`src/rtl/sdio_pkg.sv`:
```
// Shared SDIO command-path definitions: CRC7 polynomial, frame geometry,
// decoded frame layout and receiver state encoding.
package sdio_pkg;

  localparam logic [6:0] CRC7_POLY_DEFAULT = 7'h09;
  localparam int         CMD_FRAME_LEN     = 48;
  localparam int         CMD_CRC_START     = 40;

  // Frame bits 45:1 in transmission order: index, argument, CRC7.
  typedef struct packed {
    logic [5:0]  index;
    logic [31:0] arg;
    logic [6:0]  crc;
  } cmd_frame_t;

  typedef enum logic [1:0] {
    ST_IDLE = 2'd0,
    ST_RECV = 2'd1,
    ST_DONE = 2'd2
  } cmd_rx_state_t;

endpackage

```
`src/rtl/sdio_crc7_serial.sv`:
```
// Bit-serial CRC7 LFSR (SD form, x^7+x^3+1, init 0). One bit per enabled
// cycle, MSB of the message first; clr has priority over en. Shared by the
// command receiver and the response transmitter.
module sdio_crc7_serial #(
  parameter logic [6:0] POLY = 7'h09
) (
  input  logic       clk,
  input  logic       rst,
  input  logic       en,
  input  logic       clr,
  input  logic       din,
  output logic [6:0] crc
);

  logic fb;

  // Feedback is the outgoing MSB xor the incoming bit, which yields the
  // standard SD CRC7 (e.g. CMD0 -> 7'h4A).
  assign fb = crc[6] ^ din;

  // LFSR register
  always_ff @(posedge clk or posedge rst) begin
    if (rst)      crc <= 7'h00;
    else if (clr) crc <= 7'h00;
    else if (en)  crc <= {crc[5:0], 1'b0} ^ (fb ? POLY : 7'h00);
  end

endmodule

```
`src/rtl/sdio_cmd_rx.sv`:
```
// SDIO card-side CMD line receiver: start-bit detect, 48-bit deserialize,
// serial CRC7 over the first 40 bits, frame checks and a valid/ready
// output holding register with sticky overrun.
// Optional: define SDIO_CMD_RX_ERRCNT_EN to add the saturating crc_err_cnt.
module sdio_cmd_rx
  import sdio_pkg::*;
#(
  parameter int         FRAME_LEN = CMD_FRAME_LEN,
  parameter logic [6:0] CRC7_POLY = CRC7_POLY_DEFAULT
) (
  input  logic        clk,
  input  logic        rst,
  input  logic        bit_en,
  input  logic        cmd_in,
  output logic        rx_busy,
  output logic        cmd_valid,
  input  logic        cmd_ready,
  output logic [5:0]  cmd_index,
  output logic [31:0] cmd_arg,
  output logic        crc_err,
  output logic        txbit_err,
  output logic        end_err,
`ifdef SDIO_CMD_RX_ERRCNT_EN
  output logic [7:0]  crc_err_cnt,
`endif
  output logic        overrun
);

  localparam logic [5:0] LAST_BIT  = 6'(FRAME_LEN - 1);
  localparam logic [5:0] CRC_START = 6'(CMD_CRC_START);

  cmd_rx_state_t state, state_nxt;
  logic [5:0]    count;
  // The start bit is always 0 and is never checked, so only frame bits
  // 46:0 are kept.
  logic [FRAME_LEN-2:0] shreg;
  logic [6:0]    crc_calc;
  cmd_frame_t    rx_frame;
  logic          shift_en, crc_en, crc_clr, done, load, drop, crc_bad, hs;

  assign rx_frame = cmd_frame_t'(shreg[45:1]);
  assign crc_bad  = (rx_frame.crc != crc_calc);
  assign hs       = cmd_valid && cmd_ready;

  sdio_crc7_serial #(.POLY(CRC7_POLY)) u_crc (
    .clk (clk),
    .rst (rst),
    .en  (crc_en),
    .clr (crc_clr),
    .din (cmd_in),
    .crc (crc_calc)
  );

  // State register
  always_ff @(posedge clk or posedge rst) begin
    if (rst) state <= ST_IDLE;
    else     state <= state_nxt;
  end

  // Next-state logic
  always_comb begin
    state_nxt = state;
    case (state)
      ST_IDLE: if (bit_en && !cmd_in)           state_nxt = ST_RECV;
      ST_RECV: if (bit_en && count == LAST_BIT) state_nxt = ST_DONE;
      ST_DONE:                                  state_nxt = ST_IDLE;
      default:                                  state_nxt = ST_IDLE;
    endcase
  end

  // FSM outputs and datapath strobes
  always_comb begin
    rx_busy  = (state != ST_IDLE);
    shift_en = bit_en && ((state == ST_IDLE && !cmd_in) || state == ST_RECV);
    crc_en   = shift_en && (state == ST_IDLE || count < CRC_START);
    done     = (state == ST_DONE);
    crc_clr  = done;
    load     = done && (!cmd_valid || cmd_ready);
    drop     = done && cmd_valid && !cmd_ready;
  end

  // Bit counter and deserializer, MSB first
  always_ff @(posedge clk or posedge rst) begin
    if (rst) begin
      count <= 6'd0;
      shreg <= '0;
    end else if (shift_en) begin
      shreg <= {shreg[FRAME_LEN-3:0], cmd_in};
      count <= (state == ST_IDLE) ? 6'd1 : count + 6'd1;
    end else if (done) begin
      count <= 6'd0;
    end
  end

  // Output holding register with valid/ready handshake
  always_ff @(posedge clk or posedge rst) begin
    if (rst) begin
      cmd_valid <= 1'b0;
      cmd_index <= 6'd0;
      cmd_arg   <= 32'd0;
      crc_err   <= 1'b0;
      txbit_err <= 1'b0;
      end_err   <= 1'b0;
    end else if (load) begin
      cmd_valid <= 1'b1;
      cmd_index <= rx_frame.index;
      cmd_arg   <= rx_frame.arg;
      crc_err   <= crc_bad;
      txbit_err <= !shreg[46];
      end_err   <= !shreg[0];
    end else if (hs) begin
      cmd_valid <= 1'b0;
    end
  end

  // Sticky overrun: a completed frame found the holding register occupied
  always_ff @(posedge clk or posedge rst) begin
    if (rst)       overrun <= 1'b0;
    else if (drop) overrun <= 1'b1;
    else if (hs)   overrun <= 1'b0;
  end

`ifdef SDIO_CMD_RX_ERRCNT_EN
  // Saturating CRC error counter, counts dropped frames too
  always_ff @(posedge clk or posedge rst) begin
    if (rst)                                       crc_err_cnt <= 8'h00;
    else if (done && crc_bad && crc_err_cnt != 8'hFF) crc_err_cnt <= crc_err_cnt + 8'h01;
  end
`endif

endmodule
```
`config.mk`:
```
export PLATFORM = sky130hd
export DESIGN_NAME = sdio_cmd_rx
export DESIGN_NICKNAME = d
export VERILOG_FILES = /design/src/rtl/sdio_pkg.sv /design/src/rtl/sdio_crc7_serial.sv /design/src/rtl/sdio_cmd_rx.sv
export SDC_FILE = /design/constraint.sdc
export NUM_CORES = 1
export LEC_CHECK = 0
export CORE_MARGIN = 3
export CORE_UTILIZATION = 60
export CTS_CLUSTER_DIAMETER = 40
export DETAILED_ROUTE_END_ITERATION = 12
export PLACE_DENSITY = 0.88
export SLEW_MARGIN = 20
export SYNTH_ARGS = -nofsm -noshare
export SYNTH_HDL_FRONTEND = slang
export SYNTH_HIERARCHICAL = 1
export SYNTH_SLANG_ARGS = --single-unit
```
`constraint.sdc`:
```
create_clock -name clk -period 8.9 [get_ports clk]
set_input_delay 1.335 -clock clk [delete_from_list [all_inputs] [get_ports clk]]
set_output_delay 1.335 -clock clk [all_outputs]
set_load 0.005 [all_outputs]
```
==> out/metrics.csv <==
stage,metric,value,unit
sta,Max Clock Skew,0.0109,ns
yosys,synth top area cells,"dfrtp_1, nand2_1, mux2_2",
sta,Slew Limit Fails,0,
floorplan,row count,30,
critical_path,Crit path buffers/inverters,2,
yosys,Post-Synthesis Net Count,368,
detailed_routing,DR iter-0 viols,125,
floorplan,die area,0.00815,sq mm
flow_run,max cap viols,0,
cts,CTS tree,yes,
yosys,Mean Syn Cell Area,11.8,sq um
yosys,Yosys top cell by area,dfrtp_1,
status,status,"complete, no violations",
floorplan,IO Count,49,
cells_and_area,share of cells above drive strength 1,17.4,%
placement,gpl congestion,0.777,
placement,Placed Cells,494,
critical_path,crit path kind,in -> reg,
sta,worst hold slack,0.481,ns
cts,CTS root buffer,clkbuf_8,
global_route,total gr overflow,0,
critical_path,CP arrival,3.62,ns
power_and_ir_drop,Peak VDD IR,0.143,mV
yosys,synthesized cell area,0.00426,sq mm
sta,Hold Fails Final Rpt,0,
cts,worst-skew pair later-pin latency,0.35,ns
cells_and_area,Finished Layout Cells,510,
global_route,GRT Total Usage,19.4,%
power_and_ir_drop,combinational power share,14.1,%
cts,Post-CTS Hold Buffers,0,
power_and_ir_drop,P_int,0.788,mW
global_route,pin count of the biggest net entering global routing,57,
yosys,asr flop ratio synth,100,%
placement,"worst slack, placed",5.17,ns
sta,Setup TNS,0,ns
power_and_ir_drop,part of the power in the clock network,28.4,%
floorplan,die height,90.3,um
detailed_routing,final antenna-violating net count,0,
cts,CTS Buffer Depth,2,
cts,H-tree level count,3,
detailed_routing,Post-route DRC,0,
cts,"Clk pin slew, worst setup/hold paths",0.10,ns
detailed_routing,final wirelength,7210,um
global_route,first-pass GRT wire length,12800,um
critical_path,Top delay family on crit path,buffers and inverters,
floorplan,Initial Util,62.4,%
yosys,post-synth top area share,61.6,%
yosys,"EDFF count, synth",0,
yosys,Ys Warns,6,
cts,Num CTS Buffers,9,
sta,Tmin final,3.38,ns
sta,Tightest Pin Transition,0.930,ns
floorplan,die width,90.3,um
power_and_ir_drop,NetSw,0.299,mW
sta,Tcrit/Tclk final,38.0,%
power_and_ir_drop,static leakage,2.52,nW
sta,Max Clk Rate,0.296,GHz
yosys,sequential cell area fraction in the yosys report,61.6,%
detailed_routing,Vias,2631,
global_route,initial antenna violation count,0,
yosys,synthesized flop and latch total,105,
power_and_ir_drop,PD cells,218,mW/mm^2
sta,post-route setup slack,5.52,ns
cts,post-CTS setup buffer count,0,
sta,RSZ-0062 raised after global routing,false,
sta,relative slew slack,38.0,%
cells_and_area,# diodes,0,
floorplan,Placeable Area,0.00683,sq mm
cells_and_area,Layout Nets,415,
critical_path,required time worst endpoint,9.13,ns
cells_and_area,area grow syn2layout,17.1,%
cts,# resized after CTS,0,
detailed_routing,Initial DRT Pass Iterations,4,
power_and_ir_drop,Reg power frac,57.5,%
detailed_routing,DR WL/cell,14.1,um
critical_path,CP Launch Type,primary input,
power_and_ir_drop,sw frac,27.5,%
detailed_routing,Vias/cell,5.16,
placement,DP Wirelength,4810,um
yosys,Synth cell types,38,
placement,# port buffers,48,
worst_hold_path,class of the most critical hold timing path,reg -> reg,
yosys,Post-Synthesis Cells,362,
cts,clk sinks,105,
critical_path,CP Max Fanout,48,
sta,final-report setup violation count,0,
critical_path,slowest cell on the critical path,a21oi_1,
global_route,vias in the first global route,2718,
critical_path,crit end category,flop,
critical_path,slowest cell delay on critical path,0.81,ns
yosys,ys flop type,dfrtp_1,
critical_path,CP Cell Sequence,clkdlybuf4s50_1 -> nor2b_4 -> nand2_2 -> buf_4 -> a21oi_1 -> mux2i_1 -> nor2_1,
cell families (layout without fill, tap and decap cells):
logic type | Yosys count | after routing | share of synthesized area [%]
and+or+nand+nor | 152 | 152 | 14.8
DFF | 105 | 105 | 61.6
muxes | 51 | 51 | 14.9
xor gates and xnor gates | 9 | 9 | 1.85
adders and majority gates | 1 | 1 | 0.293
AOI/OAI and AO/OA | 24 | 24 | 3.35
buffers and inverters | 20 | 72 | 3.14
path summary, 6_finish.rpt:
path / slack, ns / from / cells after the start / end
setup / recovery: 5.52 / bit_en / 7 / u_crc/crc[1]$_DFFE_PP0P_
hold / removal: 0.48 / cmd_arg[2]$_DFFE_PP0P_ / 2 / cmd_arg[2]$_DFFE_PP0P_
setup reg to reg: 6.62 / state[0]$_DFFE_PP0P_ / 6 / u_crc/crc[1]$_DFFE_PP0P_
hold reg to reg: 0.48 / cmd_arg[2]$_DFFE_PP0P_ / 2 / cmd_arg[2]$_DFFE_PP0P_
max in group asynchronous: 6.44 / rst / 3 / cmd_arg[27]$_DFFE_PP0P_
min in group asynchronous: 1.29 / rst / 2 / u_crc/crc[4]$_DFFE_PP0P_
flip-flops by register name, indices dropped and copies added, names as in the netlist:
register,count
state,2
overrun,1
u_crc/crc,7
txbit_err,1
crc_err,1
end_err,1
cmd_arg,32
cmd_valid,1
shreg,47
cmd_index,6
count,6
synthesized netlist by cell type (2+ instances only):
master    number
nand2b_1       2
buf_2          8
mux2i_1        5
nor2_1        10
mux2_4        18
nand4_1        2
inv_1          3
nand2_1      123
a21oi_1        6
xor2_1         4
mux2_2        28
buf_4          3
a31oi_1        2
buf_6          5
nand3_1        2
xnor2_1        5
dfrtp_1      105
o21ai_0        9
and2_1         3
per-layer routing:
metal	up-vias	routed length, um	GRT usage, %	part of all wire, %
li1	1281	-	-	-
met1	1301	3280	26.0	45
met2	42	3640	32.0	50
met3	7	211	3.17	2.9
met4	0	81	7.53	1.1
met5	-	0	0	0
metrics by stage:
stage,cell area (sq um),utilization (%),total power [mW]
floorplan,4260,-,0.745
global placement,4780,69.9,0.773
detailed placement,4780,69.9,0.789
CTS,4990,73.1,1.10
global route,4990,73.1,1.15
finish,4990,73.1,1.09
power by group through the flow:
stage	Combinational (mW)	Sequential (mW)	Clock, mW
detailed placement	0.155	0.634	0
finish	0.153	0.625	0.308
global placement	0.145	0.628	0
CTS	0.156	0.625	0.317
floorplan	0.134	0.612	0
global route	0.170	0.638	0.340
layout make-up:
class	instances	area, sq um
clock buffers	9	124
clock inverters	7	90.1
fillers	476	1840
inverters	4	17.5
multi-input cells	237	1500
flip-flops and latches	105	2630
well taps	96	120
repair buffers	52	510
cells in the final DEF (no fill, tap or decap), types with 2 or more instances in the layout:
cell type,n
inv_8,3
a31oi_1,2
nor2_1,10
mux2_4,18
mux2i_1,5
nand4_1,2
xor2_1,4
o21ai_0,9
a21oi_1,6
mux2_2,28
inv_6,2
nand3_1,2
buf_4,4
clkdlybuf4s50_1,48
dfrtp_1,105
inv_1,2
xnor2_1,5
and2_1,3
nand2_1,123
clkbuf_8,9
nand2b_1,2
tightest hold or removal path: stages, from the launching register on:
cell and delay (ns):
dfrtp_1 0.36, nand2_1 0.05, nand2_1 0.05
Power figures use the tool's default switching activity.
